--- src/rtl/dmem_lsu_pkg.sv ---
// Shared encodings for the data-memory load/store sequencer: funct3 values,
// access sizes, the sequencer state set and memory-control levels.
package dmem_lsu_pkg;

    localparam logic [2:0] F3_B  = 3'b000;
    localparam logic [2:0] F3_H  = 3'b001;
    localparam logic [2:0] F3_W  = 3'b010;
    localparam logic [2:0] F3_BU = 3'b100;
    localparam logic [2:0] F3_HU = 3'b101;

    localparam logic [2:0] SIZE_B = 3'd1;
    localparam logic [2:0] SIZE_H = 3'd2;
    localparam logic [2:0] SIZE_W = 3'd4;

    localparam logic ENABLE  = 1'b1;
    localparam logic DISABLE = 1'b0;

    typedef enum logic [2:0] {
        IDLE,
        WR,
        RD0,
        CAP0,
        RD1,
        CAP1,
        RESP
    } lsu_state_t;

    // Unlisted funct3 codes, and any store with funct3[2] set, fall back to a word access.
    function automatic logic [2:0] size_decode(input logic [2:0] funct3, input logic is_store);
        logic [2:0] sz;
        sz = SIZE_W;
        if (!(is_store && funct3[2])) begin
            case (funct3)
                F3_B, F3_BU: sz = SIZE_B;
                F3_H, F3_HU: sz = SIZE_H;
                F3_W:        sz = SIZE_W;
                default:     sz = SIZE_W;
            endcase
        end
        return sz;
    endfunction

endpackage

--- src/rtl/dmem_lsu_align.sv ---
// Load-data aligner: merges two little-endian words from a byte lane and
// sign- or zero-extends the selected bytes to 32 bits.
module dmem_lsu_align
    import dmem_lsu_pkg::*;
(
    input  logic [31:0] w0,
    input  logic [31:0] w1,
    input  logic [1:0]  lane,
    input  logic [2:0]  size,
    input  logic        is_unsigned,
    output logic [31:0] rdata
);

    logic [31:0] merged;

    always_comb begin
        merged = 32'({w1, w0} >> {lane, 3'b000});
        case (size)
            SIZE_B:  rdata = is_unsigned ? {24'b0, merged[7:0]}
                                         : {{24{merged[7]}}, merged[7:0]};
            SIZE_H:  rdata = is_unsigned ? {16'b0, merged[15:0]}
                                         : {{16{merged[15]}}, merged[15:0]};
            default: rdata = merged;
        endcase
    end

endmodule

--- src/rtl/dmem_lsu_ctrl.sv ---
// Load/store sequencer between MEM stage and word-addressed data memory.
// Misaligned H/W accesses are executed only when DMEM_LSU_MISALIGN_EN is defined.
module dmem_lsu_ctrl
    import dmem_lsu_pkg::*;
#(
    parameter int ADDR_W = 7,
    parameter int DATA_W = 32
) (
    input  logic              clk,
    input  logic              rst,
    input  logic              req_valid,
    output logic              req_ready,
    input  logic [2:0]        req_funct3,
    input  logic              req_is_store,
    input  logic [ADDR_W-1:0] req_addr,
    input  logic [DATA_W-1:0] req_wdata,
    output logic              resp_valid,
    output logic [DATA_W-1:0] resp_rdata,
    output logic              resp_err,
    output logic              mem_wren,
    output logic              mem_is_load,
    output logic [3:0]        mem_mask,
    output logic [ADDR_W-3:0] mem_r_addr,
    output logic [ADDR_W-3:0] mem_w_addr,
    output logic [DATA_W-1:0] mem_w_data,
    input  logic [DATA_W-1:0] mem_r_data
);

    localparam int WORD_W = ADDR_W - 2;

    lsu_state_t        state, state_nx;
    logic [ADDR_W-1:0] addr_q;
    logic [DATA_W-1:0] wdata_q;
    logic [2:0]        size_q;
    logic              uns_q;
    logic              store_q;
    logic [1:0]        cnt_q;
    logic [DATA_W-1:0] w0_q;
    logic [DATA_W-1:0] w1_use;
    logic [DATA_W-1:0] load_data;
    logic              rsp_err;
    logic              accept;
    logic [2:0]        req_size;
    logic [ADDR_W-1:0] byte_addr;
    logic [WORD_W-1:0] word_q;
    logic [1:0]        lane_q;
    logic              last_byte;

`ifdef DMEM_LSU_MISALIGN_EN
    logic [DATA_W-1:0] w1_q;
    logic              q_mis;
    assign q_mis   = ({1'b0, lane_q} + size_q) > SIZE_W;
    assign w1_use  = w1_q;
    assign rsp_err = DISABLE;
`else
    logic              err_q;
    logic              req_mis;
    assign req_mis = ({1'b0, req_addr[1:0]} + req_size) > SIZE_W;
    assign w1_use  = '0;
    assign rsp_err = err_q;
`endif

    assign accept    = req_valid && (state == IDLE);
    assign req_size  = size_decode(req_funct3, req_is_store);
    assign byte_addr = addr_q + ADDR_W'(cnt_q);
    assign word_q    = addr_q[ADDR_W-1:2];
    assign lane_q    = addr_q[1:0];
    assign last_byte = ({1'b0, cnt_q} == (size_q - 3'd1));

    always_ff @(posedge clk or posedge rst) begin
        if (rst) begin
            state   <= IDLE;
            addr_q  <= '0;
            wdata_q <= '0;
            size_q  <= '0;
            uns_q   <= 1'b0;
            store_q <= 1'b0;
            cnt_q   <= '0;
            w0_q    <= '0;
`ifdef DMEM_LSU_MISALIGN_EN
            w1_q    <= '0;
`else
            err_q   <= 1'b0;
`endif
        end else begin
            state <= state_nx;
            if (accept) begin
                addr_q  <= req_addr;
                wdata_q <= req_wdata;
                size_q  <= req_size;
                uns_q   <= req_funct3[2];
                store_q <= req_is_store;
                cnt_q   <= '0;
`ifndef DMEM_LSU_MISALIGN_EN
                err_q   <= req_mis;
`endif
            end
            if (state == WR) cnt_q <= cnt_q + 2'd1;
            if (state == CAP0) w0_q <= mem_r_data;
`ifdef DMEM_LSU_MISALIGN_EN
            if (state == CAP1) w1_q <= mem_r_data;
`endif
        end
    end

    always_comb begin
        state_nx = state;
        case (state)
            IDLE: begin
                if (accept) begin
                    state_nx = req_is_store ? WR : RD0;
`ifndef DMEM_LSU_MISALIGN_EN
                    if (req_mis) state_nx = RESP;
`endif
                end
            end
            WR:   if (last_byte) state_nx = RESP;
            RD0:  state_nx = CAP0;
`ifdef DMEM_LSU_MISALIGN_EN
            CAP0: state_nx = q_mis ? RD1 : RESP;
            RD1:  state_nx = CAP1;
            CAP1: state_nx = RESP;
`else
            CAP0: state_nx = RESP;
`endif
            RESP: state_nx = IDLE;
            default: state_nx = IDLE;
        endcase
    end

    always_comb begin
        req_ready   = (state == IDLE);
        resp_valid  = DISABLE;
        resp_rdata  = '0;
        resp_err    = DISABLE;
        mem_wren    = DISABLE;
        mem_is_load = DISABLE;
        mem_mask    = '0;
        mem_r_addr  = '0;
        mem_w_addr  = '0;
        mem_w_data  = '0;
        case (state)
            WR: begin
                mem_wren   = ENABLE;
                mem_w_addr = byte_addr[ADDR_W-1:2];
                mem_mask   = 4'b0001 << byte_addr[1:0];
                mem_w_data = {{(DATA_W-8){1'b0}}, wdata_q[8*cnt_q +: 8]} << {byte_addr[1:0], 3'b000};
            end
            RD0: begin
                mem_is_load = ENABLE;
                mem_r_addr  = word_q;
            end
`ifdef DMEM_LSU_MISALIGN_EN
            RD1: begin
                mem_is_load = ENABLE;
                mem_r_addr  = word_q + WORD_W'(1);
            end
`endif
            RESP: begin
                resp_valid = ENABLE;
                resp_err   = rsp_err;
                if (!store_q && !rsp_err) resp_rdata = load_data;
            end
            default: ;
        endcase
    end

    dmem_lsu_align u_align (
        .w0          (w0_q),
        .w1          (w1_use),
        .lane        (lane_q),
        .size        (size_q),
        .is_unsigned (uns_q),
        .rdata       (load_data)
    );

endmodule

--- config.mk ---
export PLATFORM = sky130hd
export DESIGN_NAME = dmem_lsu_ctrl
export DESIGN_NICKNAME = d
export VERILOG_FILES = /design/src/rtl/dmem_lsu_pkg.sv /design/src/rtl/dmem_lsu_align.sv /design/src/rtl/dmem_lsu_ctrl.sv
export SDC_FILE = /design/constraint.sdc
export NUM_CORES = 1
export LEC_CHECK = 0
export CORE_MARGIN = 3
export CORE_UTILIZATION = 40
export DETAILED_ROUTE_END_ITERATION = 10
export PLACE_DENSITY_LB_ADDON = 0.12
export SYNTH_ARGS = -nofsm -noshare
export SYNTH_HDL_FRONTEND = slang
export SYNTH_SLANG_ARGS = --single-unit
--- constraint.sdc ---
create_clock -name clk -period 6.14 [get_ports clk]
set_clock_uncertainty 0.15 [all_clocks]
set_input_delay 1.228 -clock clk [delete_from_list [all_inputs] [get_ports clk]]
set_output_delay 1.228 -clock clk [all_outputs]
set_load 0.02 [all_outputs]
# After elaboration in Yosys (flattened, before gate mapping)
# Cells that the tools add are included.
# word_totals
input_bits,78
word_cells,63
reg_bits,82
out_inout_bits,83
# op_classes
magnitude_cmp,1
reduce_logical,11
n_addsub,4
n_eq_ne,12
n_mux,22
n_shift,4
# op_table
operator,count
$mux 32,5
$pmux 32 s2,1
$shiftx 32x6->8,1
$shl 8x5->32,1
$shr 32x5->32,1
$mux 3,4
$pmux 3 s4,1
$mux 5,2
$eq 3x1->1 const B,3
$eq 3x2->1 const B,3
$eq 3x3->1 const B,3
$add 7x2->7,1
$logic_not 3->1,2
$mux 2,3
$pmux 3 s2,1
$mux 1,4
$mux 4,1
$reduce_or 2->1,2
$shl 1x2->4 const A,1
$add 2x3->3,1
$eq 2x3->1,1
$gt 3x3->1 const B,1
$logic_and 1x1->1,3
$sub 3x1->3 const B,1
6 further kinds,7

# Logic depth before layout (Yosys ltp)
# Gate-level depths: netlist of the first run.
# logic_depth
ltp_word,9
depth_mapped,9
ltp_nobuf,9

# Cells and area by module
# Synthesis of the first run repeated with hierarchy kept, for this count alone.
# unflattened
cells_unflattened,541
hier_area_um2,5295.1
# modules_own_cells
module,seq_area_each_um2,area_per_inst_um2,cells_each,instances
dmem_lsu_ctrl,2052.0,4285.4,422,1
dmem_lsu_align,0.0,1009.7,119,1

# Worst setup path before layout of the first run
# Ideal clock, no wire load.
# synth_path
path_kind,register to output
from,reg cnt_q[0]
to,out mem_w_data[0]
stages_incl_launch_ff,5
setup_slack_ns,2.562
required_time_ns,4.762
t_arrival_ns,2.200
cell_sequence,dfrtp_1 > ha_1 > fa_1 > nor3_1 > and2_1
# synth_via
elab_chain_cells,3
# synth_rtl
item,line,source
"start, declared",dmem_lsu_ctrl.sv:37,logic [1:0] cnt_q;
"start signal, assigned",dmem_lsu_ctrl.sv:98,if (state == WR) cnt_q <= cnt_q + 2'd1;
$shiftx 32x6->8 or $add 7x2->7 (tied branches),"dmem_lsu_ctrl.sv:147, dmem_lsu_ctrl.sv:65",
$shl 8x5->32 *,dmem_lsu_ctrl.sv:147,"mem_w_data = {{(DATA_W-8){1'b0}}, wdata_q[8*cnt_q +: 8]} << {byte_addr[1:0], 3'b000};"
$mux 32 *,dmem_lsu_ctrl.sv:142,case (state)
"end, declared",dmem_lsu_ctrl.sv:25,"output logic [DATA_W-1:0] mem_w_data,"
# Every way passes the cells marked *; elsewhere a longest branch is shown, timed or not.

# Final worst setup path of the first run
# layout_path
from,reg cnt_q[0]
to,out mem_w_data[6]
# Same word-level chain as after synthesis.

==> results of run 1 <==
logic make-up (layout without fill, tap and decap cells):
group                      after synthesis  count (layout)  share of synthesized area [%]
xor gates and xnor gates                 9               9                           1.68
AOI/OAI and AO/OA                       63              63                           8.91
muxes                                   58              58                           15.7
DFF                                     82              82                           43.8
buffers and inverters                   45             192                           3.98
and+or+nand+nor                        241             241                           23.5
adders and majority gates                8               8                           2.46
worst min-delay path: stages (launching register included):
cell     delay (ns)
dfrtp_1        0.34
nand2_1        0.05
nand2_1        0.05
synth_stat cells (4+ instances only):
cell type	n	area [µm²]
nand2_1	132	495
dfrtp_1	82	2050
mux2_2	33	372
and2_1	24	150
clkbuf_1	24	90.1
nor2_1	24	90.1
a21oi_1	20	100
nor2b_1	17	106
and3_1	16	100
mux2i_1	16	160
a211oi_1	15	113
o21ai_0	14	70.1
nor3_1	13	65.1
inv_1	12	45.0
mux4_2	9	203
o2bb2ai_1	8	70.1
ha_1	6	75.1
buf_1	5	18.8
nand3_1	5	25.0
xor2_1	5	43.8
xnor2_1	4	35.0
routing by layer:
layer,vias up,global-route usage (%),wire length [µm]
li1,2002,-,-
met1,1982,26.2,5550
met2,171,34.3,6240
met3,23,5.50,1040
met4,0,6.33,266
met5,-,0,0
power groups by stage:
stage	registers (mW)	clock network (mW)	logic [mW]
floorplan	0.954	0	1.17
global placement	1.04	0	1.55
detailed placement	1.05	0	1.58
CTS	1.04	0.575	1.59
global route	1.08	0.601	1.75
finish	1.04	0.563	1.58
through the flow:
| step | utilization (%) | cells | setup slack, ns | total power, mW | hold WS, ns |
|---|---|---|---|---|---|
| after global routing | 60.0 | 793 | 0.872 | 3.43 | 0.344 |
| after floorplan | - | 506 | 2.56 | 2.13 | 0.290 |
| after detailed placement | 57.2 | 778 | 1.37 | 2.64 | 0.312 |
| final | 60.0 | 793 | 1.06 | 3.19 | 0.324 |
| after CTS | 60.0 | 793 | 1.02 | 3.21 | 0.326 |
| after global placement | 57.2 | 778 | 1.45 | 2.59 | 0.304 |
worst max-delay path by stage:
| stage | start | end | cells past startpoint |
|---|---|---|---|
| 3_3_place_gp | cnt_q[0] | mem_w_data[0] | 5 |
| 6_report | cnt_q[0] | mem_w_data[6] | 5 |
| 5_1_grt | cnt_q[0] | mem_w_data[6] | 5 |
| 4_1_cts | cnt_q[0] | mem_w_data[6] | 5 |
| 3_5_place_dp | cnt_q[0] | mem_w_data[6] | 5 |
| 2_1_floorplan | cnt_q[0] | mem_w_data[0] | 4 |
cell type report:
cell class	count	area, µm²
clock buffers	10	229
clock inverters	5	80.1
fillers	960	4450
inverters	12	46.3
multi-input cells	379	2450
flip-flops and latches	82	2050
well taps	140	175
repair buffers	165	1640
registers in the layout, summed over array words and instances (netlist names):
signal / count
uns_q: 1
size_q: 3
cnt_q: 2
store_q: 1
err_q: 1
wdata_q: 32
w0_q: 32
state: 3
addr_q: 7
==> impl_metrics.env, run 1 <==
export IMPL_status="completed"
export IMPL_cp_slowest_cell="nor3_1"
export IMPL_ctsHoldBuffers=0
export IMPL_grt_total_usage_pct=20.6
export IMPL_die_x_um=114
export IMPL_area_growth_pct=42.3
export IMPL_antenna_found_initial=0
export IMPL_whs_path_depth=2
export IMPL_synth_edf_count=0
export IMPL_worst_slew_pin_slew_ns=1.01
export IMPL_port_buffer_count=160
export IMPL_cts_tree="yes"
export IMPL_synth_warnings=0
export IMPL_cp_arrival_ns=3.70
export IMPL_gp_congestion=0.814
export IMPL_synth_cells=506
export IMPL_syn_area_per_cell_um2=9.27
export IMPL_syn_nets=592
export IMPL_vias=4178
export IMPL_mostFrequentLayoutCell="clkdlybuf4s50_1"
export IMPL_max_freq_mhz=197
export IMPL_seqPwrFrac_pct=32.7
export IMPL_drt_iter0_markers=313
export IMPL_synth_seq_cells=82
export IMPL_n_antenna_cell=0
export IMPL_hold_viol_final=0
export IMPL_hp_class="reg -> reg"
export IMPL_dieArea_mm2=0.0131
export IMPL_dr_pass1_iters=5
export IMPL_cap_violations=0
export IMPL_hpwlAfterDp_um=9720
export IMPL_path_delay_family="simple AND/OR/NAND/NOR gates"
export IMPL_start_kind="flop"
export IMPL_rsz0062_at_grt="no"
export IMPL_pwr_share_comb_pct=49.6
export IMPL_ios=161
export IMPL_worstPathMaxFanout=14
export IMPL_async_flop_share_pct=100
export IMPL_p_per_area_mw_per_mm2=478
export IMPL_synth_area_mm2=0.00469
export IMPL_clk_pin_slew_worst_paths_ns=0.06
export IMPL_yosysUniqueCellTypes=36
export IMPL_yosysSeqAreaShare_pct=43.8
export IMPL_worstSetupPathType="reg -> out"
export IMPL_setup_viol=0
export IMPL_finalCritPeriodShare_pct=82.8
export IMPL_r2r_cells=5
export IMPL_initial_core_util_pct=42.1
export IMPL_switching_power_mw=1.29
export IMPL_grt_max_degree=49
export IMPL_crit_chain="ha_1 > fa_1 > nor3_1 > and2_1 > clkdlybuf4s50_1"
export IMPL_ir_drop_mv=0.185
export IMPL_crit_required_ns=4.76
export IMPL_viasPerCell=5.27
export IMPL_min_from="wdata_q[5]"
export IMPL_r2r_start="state[2]"
export IMPL_route_detailed_drc=0
export IMPL_regToRegEndpoint="wdata_q[28]"
export IMPL_gr_total_overflow=0
export IMPL_layout_common_cells="160 x clkdlybuf4s50_1, 132 x nand2_1, 82 x dfrtp_1, 33 x mux2_2"
export IMPL_ys_flop_type="dfrtp_1"
export IMPL_worstPathBufferInverterCount=1
export IMPL_slew_headroom_pct=32.2
export IMPL_numClockSinks=82
export IMPL_postCtsSetupBuffers=0
export IMPL_core_area_mm2=0.0111
export IMPL_final_area_mm2=0.00667
export IMPL_cts_max_path_buffers=2
export IMPL_die_y_um=114
export IMPL_min_to="wdata_q[5]"
export IMPL_final_nets=735
export IMPL_worstSkewPairLatency_ns=0.32
export IMPL_drive_above_1_share_pct=10.3
export IMPL_r2r_slack_ns=4.05
export IMPL_p_sw_share_pct=40.3
export IMPL_crit_path_max_incr_delay_ns=0.87
export IMPL_row_count=38
export IMPL_cts_root_buffer="clkbuf_16"
export IMPL_ant_nets=0
export IMPL_ctsResizeCount=0
export IMPL_placed_area_mm2=0.00636
export IMPL_wl_um=13100
export IMPL_wl_per_cell_um=16.5
export IMPL_grt_pass1_vias=4277
export IMPL_fin_crit_ns=5.08
export IMPL_cts_made_buffers=9
export IMPL_grt_pass1_wl_um=21300
export IMPL_p_leak_nw=2.90
export IMPL_htree_num_levels=3
export IMPL_clkPwrFrac_pct=17.7
export IMPL_finalSetupTns_ns=0
export IMPL_drv_slew=0
export IMPL_p_int_mw=1.90
export IMPL_critPathCaptureType="output port"
(Power assumes the default switching activity.)
==> run 2: changes to the inputs <==
==> constraint.sdc (replaced) <==
create_clock -name clk -period 4.9 [get_ports clk]
set_clock_uncertainty 0.15 [all_clocks]
set_input_delay 0.98 -clock clk [delete_from_list [all_inputs] [get_ports clk]]
set_output_delay 0.98 -clock clk [all_outputs]
set_load 0.02 [all_outputs]
==> impl_metrics.env, run 2 (synthesis gave the netlist of run 1 again) <==
export IMPL_vias=4174
export IMPL_postCtsSetupBuffers=0
export IMPL_clk_pin_slew_worst_paths_ns=0.06
export IMPL_ctsResizeCount=0
export IMPL_fillers=996
export IMPL_crit_required_ns=3.77
export IMPL_grt_max_degree=58
export IMPL_wl_met3_um=1030
export IMPL_cts_tree="yes"
export IMPL_gp_congestion=0.857
export IMPL_ctsHoldBuffers=0
export IMPL_status="completed"
export IMPL_antenna_found_initial=0
export IMPL_n_antenna_cell=0
export IMPL_cts_made_buffers=9
export IMPL_crit_path_start="cnt_q[0]"
export IMPL_core_area_mm2=0.0111
export IMPL_cap_violations=0
export IMPL_worst_slew_pin_slew_ns=0.988
export IMPL_setup_viol=0
export IMPL_cp_arrival_ns=3.13
export IMPL_numClockSinks=82
export IMPL_grt_pass1_wl_um=20800
export IMPL_dieArea_mm2=0.0131
export IMPL_wl_met2_um=6390
export IMPL_drive_above_1_share_pct=11.0
export IMPL_placed_area_mm2=0.00638
export IMPL_fin_util_pct=60.6
export IMPL_worstSetupPathType="reg -> out"
export IMPL_htree_num_levels=3
export IMPL_largestRegisters="w0_q (32), wdata_q (32), addr_q (7)"
export IMPL_ios=161
export IMPL_met1_length_um=5520
export IMPL_mostFrequentLayoutCell="clkdlybuf4s50_1"
export IMPL_rsz0062_at_grt="no"
export IMPL_layout_common_cells="160 x clkdlybuf4s50_1, 132 x nand2_1, 82 x dfrtp_1, 33 x mux2_2"
export IMPL_finalCritPeriodShare_pct=87.0
export IMPL_drt_iter0_markers=253
export IMPL_die_y_um=114
export IMPL_worstSkewPairLatency_ns=0.33
export IMPL_area_growth_pct=43.7
export IMPL_critPathCaptureType="output port"
export IMPL_fin_crit_ns=4.26
export IMPL_hpwlAfterDp_um=9840
export IMPL_wl_um=13100
export IMPL_drv_slew=0
export IMPL_worstPathMaxFanout=14
export IMPL_routed_top_layer="met4"
export IMPL_r2r_start="state[2]"
export IMPL_port_buffer_count=160
export IMPL_p_per_area_mw_per_mm2=607
export IMPL_finalSetupTns_ns=0
export IMPL_route_detailed_drc=0
export IMPL_start_kind="flop"
export IMPL_die_x_um=114
export IMPL_max_freq_mhz=235
export IMPL_grt_pass1_vias=4173
export IMPL_dp_slack_ns=0.994
export IMPL_cts_root_buffer="clkbuf_16"
export IMPL_slew_headroom_pct=34.2
export IMPL_hold_viol_final=0
export IMPL_dr_pass1_iters=5
export IMPL_hp_class="reg -> reg"
export IMPL_viasPerCell=5.24
export IMPL_ir_drop_mv=0.265
export IMPL_min_from="wdata_q[18]"
export IMPL_grt_total_usage_pct=20.1
export IMPL_ant_nets=0
export IMPL_cts_max_path_buffers=2
export IMPL_wl_per_cell_um=16.4
export IMPL_setup_slack_ns=0.639
export IMPL_p_leak_nw=2.93
export IMPL_gr_total_overflow=0
export IMPL_final_nets=738
export IMPL_row_count=38
export IMPL_final_area_mm2=0.00674
export IMPL_initial_core_util_pct=42.1
run 2: changes by cell type in the layout (fill, tap and decap cells not counted), sizes merged:
cell and delta:
bufinv +1, buf +3
run 2: final timing paths:
| path | endpoint | slack [ns] | cells after the start |
|---|---|---|---|
| worst min-delay path | wdata_q[18] | 0.32 | 2 |
| worst max-delay path | mem_w_data[12] | 0.64 | 6 |
| worst min register to register | wdata_q[18] | 0.32 | 2 |
| max in group asynchronous | store_q | 2.69 | 3 |
| worst max register to register | wdata_q[23] | 2.83 | 5 |
| min in group asynchronous | w0_q[17] | 1.01 | 2 |
run 2: final cells by class:
class | instances | area, µm² | share of cell area, %
timing repair buffer | 168 | 1660 | 24.7
clock buffer | 10 | 239 | 3.55
inverter | 12 | 46.3 | 0.687
multi-input combinational | 379 | 2450 | 36.4
clock inverter | 6 | 114 | 1.69
tap | 140 | 175 | 2.60
sequential | 82 | 2050 | 30.5
run 2: layer usage:
metal  up-vias  global-route usage [%]
li1       2013                       -
met1      1992                    25.8
met2       157                    33.9
met3        12                    5.29
met4         0                    5.38
met5         -                       0
run 2: through the flow:
step | std cells | power, mW | hold slack [ns]
final | 797 | 4.09 | 0.323
after detailed placement | 781 | 3.32 | 0.311
after global routing | 797 | 4.38 | 0.352
after CTS | 797 | 4.12 | 0.326
after global placement | 781 | 3.26 | 0.303
after floorplan | 506 | 2.67 | 0.290
run 2: critical path, stage by stage (launching register included):
cell and delay, ns:
dfrtp_1 0.36, buf_4 0.20, ha_1 0.23, fa_1 0.61, nor2_1 0.55, and2_1 0.22
clkdlybuf4s50_1 0.61
run 2: power by group:
group / internal [mW] / switching (mW)
Clock: 0.512 / 0.268
Combinational: 0.947 / 1.07
Sequential: 1.01 / 0.278
Total: 2.47 / 1.62
==> run 3: changes to the inputs <==
--- a/config.mk
+++ b/config.mk
@@ -7,7 +7,9 @@
 export LEC_CHECK = 0
 export CORE_MARGIN = 3
 export CORE_UTILIZATION = 40
+export CTS_BUF_LIST = sky130_fd_sc_hd__clkbuf_8
 export DETAILED_ROUTE_END_ITERATION = 10
+export DONT_BUFFER_PORTS = 1
 export PLACE_DENSITY_LB_ADDON = 0.12
 export SYNTH_ARGS = -nofsm -noshare
 export SYNTH_HDL_FRONTEND = slang
==> constraint.sdc (replaced) <==
create_clock -name clk -period 3.61 [get_ports clk]
set_clock_uncertainty 0.15 [all_clocks]
set_input_delay 0.722 -clock clk [delete_from_list [all_inputs] [get_ports clk]]
set_output_delay 0.722 -clock clk [all_outputs]
set_load 0.02 [all_outputs]
==> impl_metrics.env, run 3 (synthesis gave the netlist of run 1 again) <==
export IMPL_status="completed"
export IMPL_grt_total_usage_pct=19.6
export IMPL_ant_nets=0
export IMPL_cts_root_buffer="clkbuf_8"
export IMPL_setup_viol=0
export IMPL_htree_num_levels=3
export IMPL_cts_max_path_buffers=2
export IMPL_row_count=38
export IMPL_viasPerCell=5.52
export IMPL_grt_pass1_wl_um=20100
export IMPL_wl_um=12500
export IMPL_finalCritPeriodShare_pct=94.8
export IMPL_core_area_mm2=0.0111
export IMPL_drive_above_1_share_pct=19.9
export IMPL_p_leak_nw=2.45
export IMPL_cp_arrival_ns=2.55
export IMPL_route_detailed_drc=0
export IMPL_hpwlAfterDp_um=9120
export IMPL_mostFrequentLayoutCell="nand2_1"
export IMPL_largestRegisters="w0_q (32), wdata_q (32), addr_q (7)"
export IMPL_r2r_slack_ns=1.35
export IMPL_vias=3681
export IMPL_cap_violations=0
export IMPL_finalSetupTns_ns=0
export IMPL_area_growth_pct=11.6
export IMPL_die_x_um=114
export IMPL_ios=161
export IMPL_cts_tree="yes"
export IMPL_gr_total_overflow=0
export IMPL_dr_pass1_iters=4
export IMPL_initial_core_util_pct=42.1
export IMPL_n_antenna_cell=0
export IMPL_max_freq_mhz=292
export IMPL_die_y_um=114
export IMPL_worstPathMaxFanout=34
export IMPL_clk_pin_slew_worst_paths_ns=0.09
export IMPL_layout_common_cells="132 x nand2_1, 82 x dfrtp_1, 38 x buf_4, 33 x mux2_2, 24 x and2_1"
export IMPL_final_nets=609
export IMPL_rsz0062_at_grt="no"
export IMPL_slew_headroom_pct=29.7
export IMPL_worstSetupPathType="reg -> out"
export IMPL_postCtsSetupBuffers=0
export IMPL_critPathCaptureType="output port"
export IMPL_hp_class="in -> async"
export IMPL_worst_slew_pin_slew_ns=1.05
export IMPL_antenna_found_initial=0
export IMPL_grt_max_degree=61
export IMPL_ir_drop_mv=0.355
export IMPL_fin_crit_ns=3.42
export IMPL_p_per_area_mw_per_mm2=941
export IMPL_numClockSinks=82
export IMPL_gp_congestion=0.841
export IMPL_crit_required_ns=2.74
export IMPL_cts_made_buffers=9
export IMPL_start_kind="flop"
export IMPL_grt_pass1_vias=3672
export IMPL_worstSkewPairLatency_ns=0.36
export IMPL_drt_iter0_markers=266
export IMPL_hold_viol_final=0
export IMPL_wl_per_cell_um=18.8
export IMPL_hold_ws_ns=0.308
export IMPL_dieArea_mm2=0.0131
export IMPL_drv_slew=0
export IMPL_port_buffer_count=0
run 3: changes by cell type in the layout (fill, tap and decap cells not counted), sizes merged:
| cell | before | now |
|---|---|---|
| buf | 8 | 39 |
| bufinv | 3 | 1 |
| clkdlybuf4s50 | 160 | 0 |
| clkinv | 2 | 3 |
run 3: metrics by stage:
| step | utilization (%) | setup slack, ns | instance area [µm²] | cells | power [mW] |
|---|---|---|---|---|---|
| floorplan | - | 0.538 | 4690 | 506 | 3.62 |
| global placement | 45.1 | 0.462 | 5020 | 652 | 4.19 |
| detailed placement | 45.1 | 0.438 | 5020 | 652 | 4.25 |
| CTS | 46.9 | 0.0216 | 5210 | 667 | 4.93 |
| global route | 47.0 | 0.0519 | 5230 | 667 | 5.33 |
| finish | 47.0 | 0.188 | 5230 | 667 | 4.92 |
run 3: critical path, cell delays in order, from the launching register on:
cell	delay, ns
dfrtp_1	0.37
buf_6	0.31
mux4_2	0.37
and3_1	0.34
a311oi_4	0.45
nor3_1	0.14
buf_4	0.20
run 3: final timing paths:
| check | from | cells past startpoint | endpoint |
|---|---|---|---|
| min | rst | 1 | w0_q[9] |
| max reg2reg | state[2] | 6 | cnt_q[1] |
| max in group asynchronous | rst | 2 | w0_q[8] |
| min reg2reg | wdata_q[9] | 2 | wdata_q[9] |
| max | addr_q[0] | 6 | resp_rdata[24] |
| min in group clk | req_wdata[7] | 2 | wdata_q[7] |
run 3: cell type report:
type	count	area (µm²)
inverters	12	46.3
clock buffers	10	138
flip-flops and latches	82	2050
fillers	1101	5890
clock inverters	5	55.1
repair buffers	39	297
well taps	140	175
multi-input cells	379	2470
run 3: metal layers:
metal	vias up	routed length, µm	global-route usage [%]
met4	0	266	5.78
li1	1745	-	-
met3	21	1140	6.66
met1	1781	5250	25.3
met2	134	5890	31.3
met5	-	0	0
run 3: repair_timing:
item / in CTS / in global routing
hold endpoints to repair: 0 / 0
resized for setup: 0 / 4
hold buffers: 0 / 0
setup endpoints to repair: 0 / 26
run 3: power by group:
part / total [mW] / internal, mW / switching [mW]
clock network: 0.671 / 0.332 / 0.339
logic: 2.53 / 1.05 / 1.48
registers: 1.72 / 1.37 / 0.352
==> RTL change, RTL diff (flow settings as in run 2) <==
`ENABLE`: 1'b1 -> 1'b0.
--- a/src/rtl/dmem_lsu_pkg.sv
+++ b/src/rtl/dmem_lsu_pkg.sv
@@ -14,3 +14,3 @@
 
-    localparam logic ENABLE  = 1'b1;
+    localparam logic ENABLE  = 1'b0;
     localparam logic DISABLE = 1'b0;
Behaviour: not the same (Yosys sat finds a counterexample within 4 cycles, from zero or initial values and one cycle with rst high).
==> RTL change against run 2 <==
Cell count up 1.1%. Worst setup slack better by 0.011 ns. Sequential cell count unchanged. Synthesized area up 0.85%. Die area up 0.82%. Design area down 0.84%. Routed wire length down 1.7%. Total power down 4.9%. Highest routed layer unchanged.
==> RTL change: results (changes against run 2) <==
Drt
* **detailed-router iteration count before antenna repair** 4, -1
* **routed wl met3** 906 um, -12%
* **met2 WL post-DR** 6390 um, about the same
* **number of violations reported at the end of detailed-routing iteration 0** 245, -3.2%
* **vias post-DR** 4094, -1.9%
* **detailed-route wire length on metal 1** 5440 um, -1.5%
* **Routed wire per std cell** 16.0 um, -2.8%

Min path
* **worst hold path endpoint** wdata_q[25]$_DFFE_PP0P_
* **hold_sp** wdata_q[25]$_DFFE_PP0P_

Place
* **post-placement worst setup slack** 0.990 ns, -0.00422 ns
* **Placed Cells incl. Taps** 790, +1.2%
* **instance area after placement** 6370 sq um, -0.16%
* **count of buffers inserted at the top-level ports** 157, -1.9%
* **routability cong.** 0.800, -6.7%
* **half-perimeter wire length after placement** 9480 um, -3.7%

STA
* **hold slack** 0.321 ns, -0.00161 ns
* **Final period util** 0.867, -0.00220
* **Worst slew margin** 0.274, -0.0678

Setup path
* **arrival time at the worst endpoint** 3.12 ns, about the same
* **top cell family by delay on the critical path** compound AO/OA/AOI/OAI gates
* **slowest cell on the critical path** sky130_fd_sc_hd__a311oi_4
* **Crit Reg-Reg Startpoint** state[0]$_DFFE_PP0P_
* **delay of the slowest cell on the worst path** 0.75 ns, +0.14 ns
* **slack of the worst reg-to-reg path** 2.63 ns, -0.20 ns
* **reg2reg end** wdata_q[30]$_DFFE_PP0P_
* **CP Capture Point** resp_rdata[21]
* **highest fanout seen on the critical path** 16, +2

Global route
* **GR Util met1** 0.251, -0.00690
* **met3 demand-to-capacity share in global routing** 0.0518, -0.00106
* **gr usage total** 0.198, -0.00293
* **largest net degree at the start of global routing** 63, +8.6%
* **GR Util met2** 0.341, +0.00152

Power
* **LEAKAGE** 2.87 nW, -2.3%
* **Clock power frac** 0.176, -0.015
* **maximum VDD drop** 0.000250 V, -5.6%
* **Logic pwr share** 0.497, +0.003
* **switching pwr** 1.55 mW, -4.3%
* **Pint** 2.34 mW, -5.3%

Synth
* **Syn. warnings** 0, unchanged
* **adder-cell area share of the yosys netlist** 0.0243, -0.000208
* **Synth Area in Compound Gates** 0.0767, -0.0124
* **parity-gate share of the synthesized area counting xor and xnor cells** 0.0167, -0.000142
* **share of cell area taken by muxes after synthesis** 0.157, +0.000790
* **Post-synth top cells** sky130_fd_sc_hd__nand2_1, sky130_fd_sc_hd__dfrtp_1, sky130_fd_sc_hd__nor2_1, sky130_fd_sc_hd__mux2_2, sky130_fd_sc_hd__clkbuf_1
* **average footprint of a synthesized cell** 9.13 sq um, -1.5%
* **share of synthesized registers carrying an async set or reset** 1.00, unchanged
* **cell types with the largest area share after synthesis** sky130_fd_sc_hd__dfrtp_1, sky130_fd_sc_hd__nand2_1, sky130_fd_sc_hd__mux2_2
* **portion of the post-synthesis area used by sequential elements** 0.434, -0.00371
* **number of distinct library cells after synthesis** 38, +5.6%

Run status
* **run status** finished clean

Finish
* **number of fill cells in the layout** 998, +0.20%
* **number of standard cells in the layout, taps in and fillers out** 806, +1.1%
* **number of diodes added for antenna fixing** 0, unchanged
* **net count reported at finish** 744, +0.81%
* **proportion of layout cells with a drive suffix above 1** 0.107, -0.00250

==> RTL change: cell types whose count changed after synthesis, moves of 2 or more <==
cell	change
sky130_fd_sc_hd__nand2_1	-2
sky130_fd_sc_hd__clkbuf_1	+4
sky130_fd_sc_hd__o21ai_0	-9
sky130_fd_sc_hd__and2_1	-2
sky130_fd_sc_hd__nor2_1	+18
sky130_fd_sc_hd__buf_4	+3
sky130_fd_sc_hd__and3_1	-8
sky130_fd_sc_hd__nor3_1	+7
sky130_fd_sc_hd__buf_2	-2
==> RTL change: final cells by class <==
| cell class | instances | area (sq um) | area share |
|---|---|---|---|
| Clock buffer | 12 | 256 | 0.0384 |
| Tap cell | 143 | 179 | 0.0268 |
| Inverter | 11 | 42.5 | 0.00637 |
| Sequential cell | 82 | 2050 | 0.307 |
| Timing Repair Buffer | 166 | 1640 | 0.245 |
| Clock inverter | 4 | 50.0 | 0.00749 |
| Multi-Input combinational cell | 388 | 2460 | 0.369 |
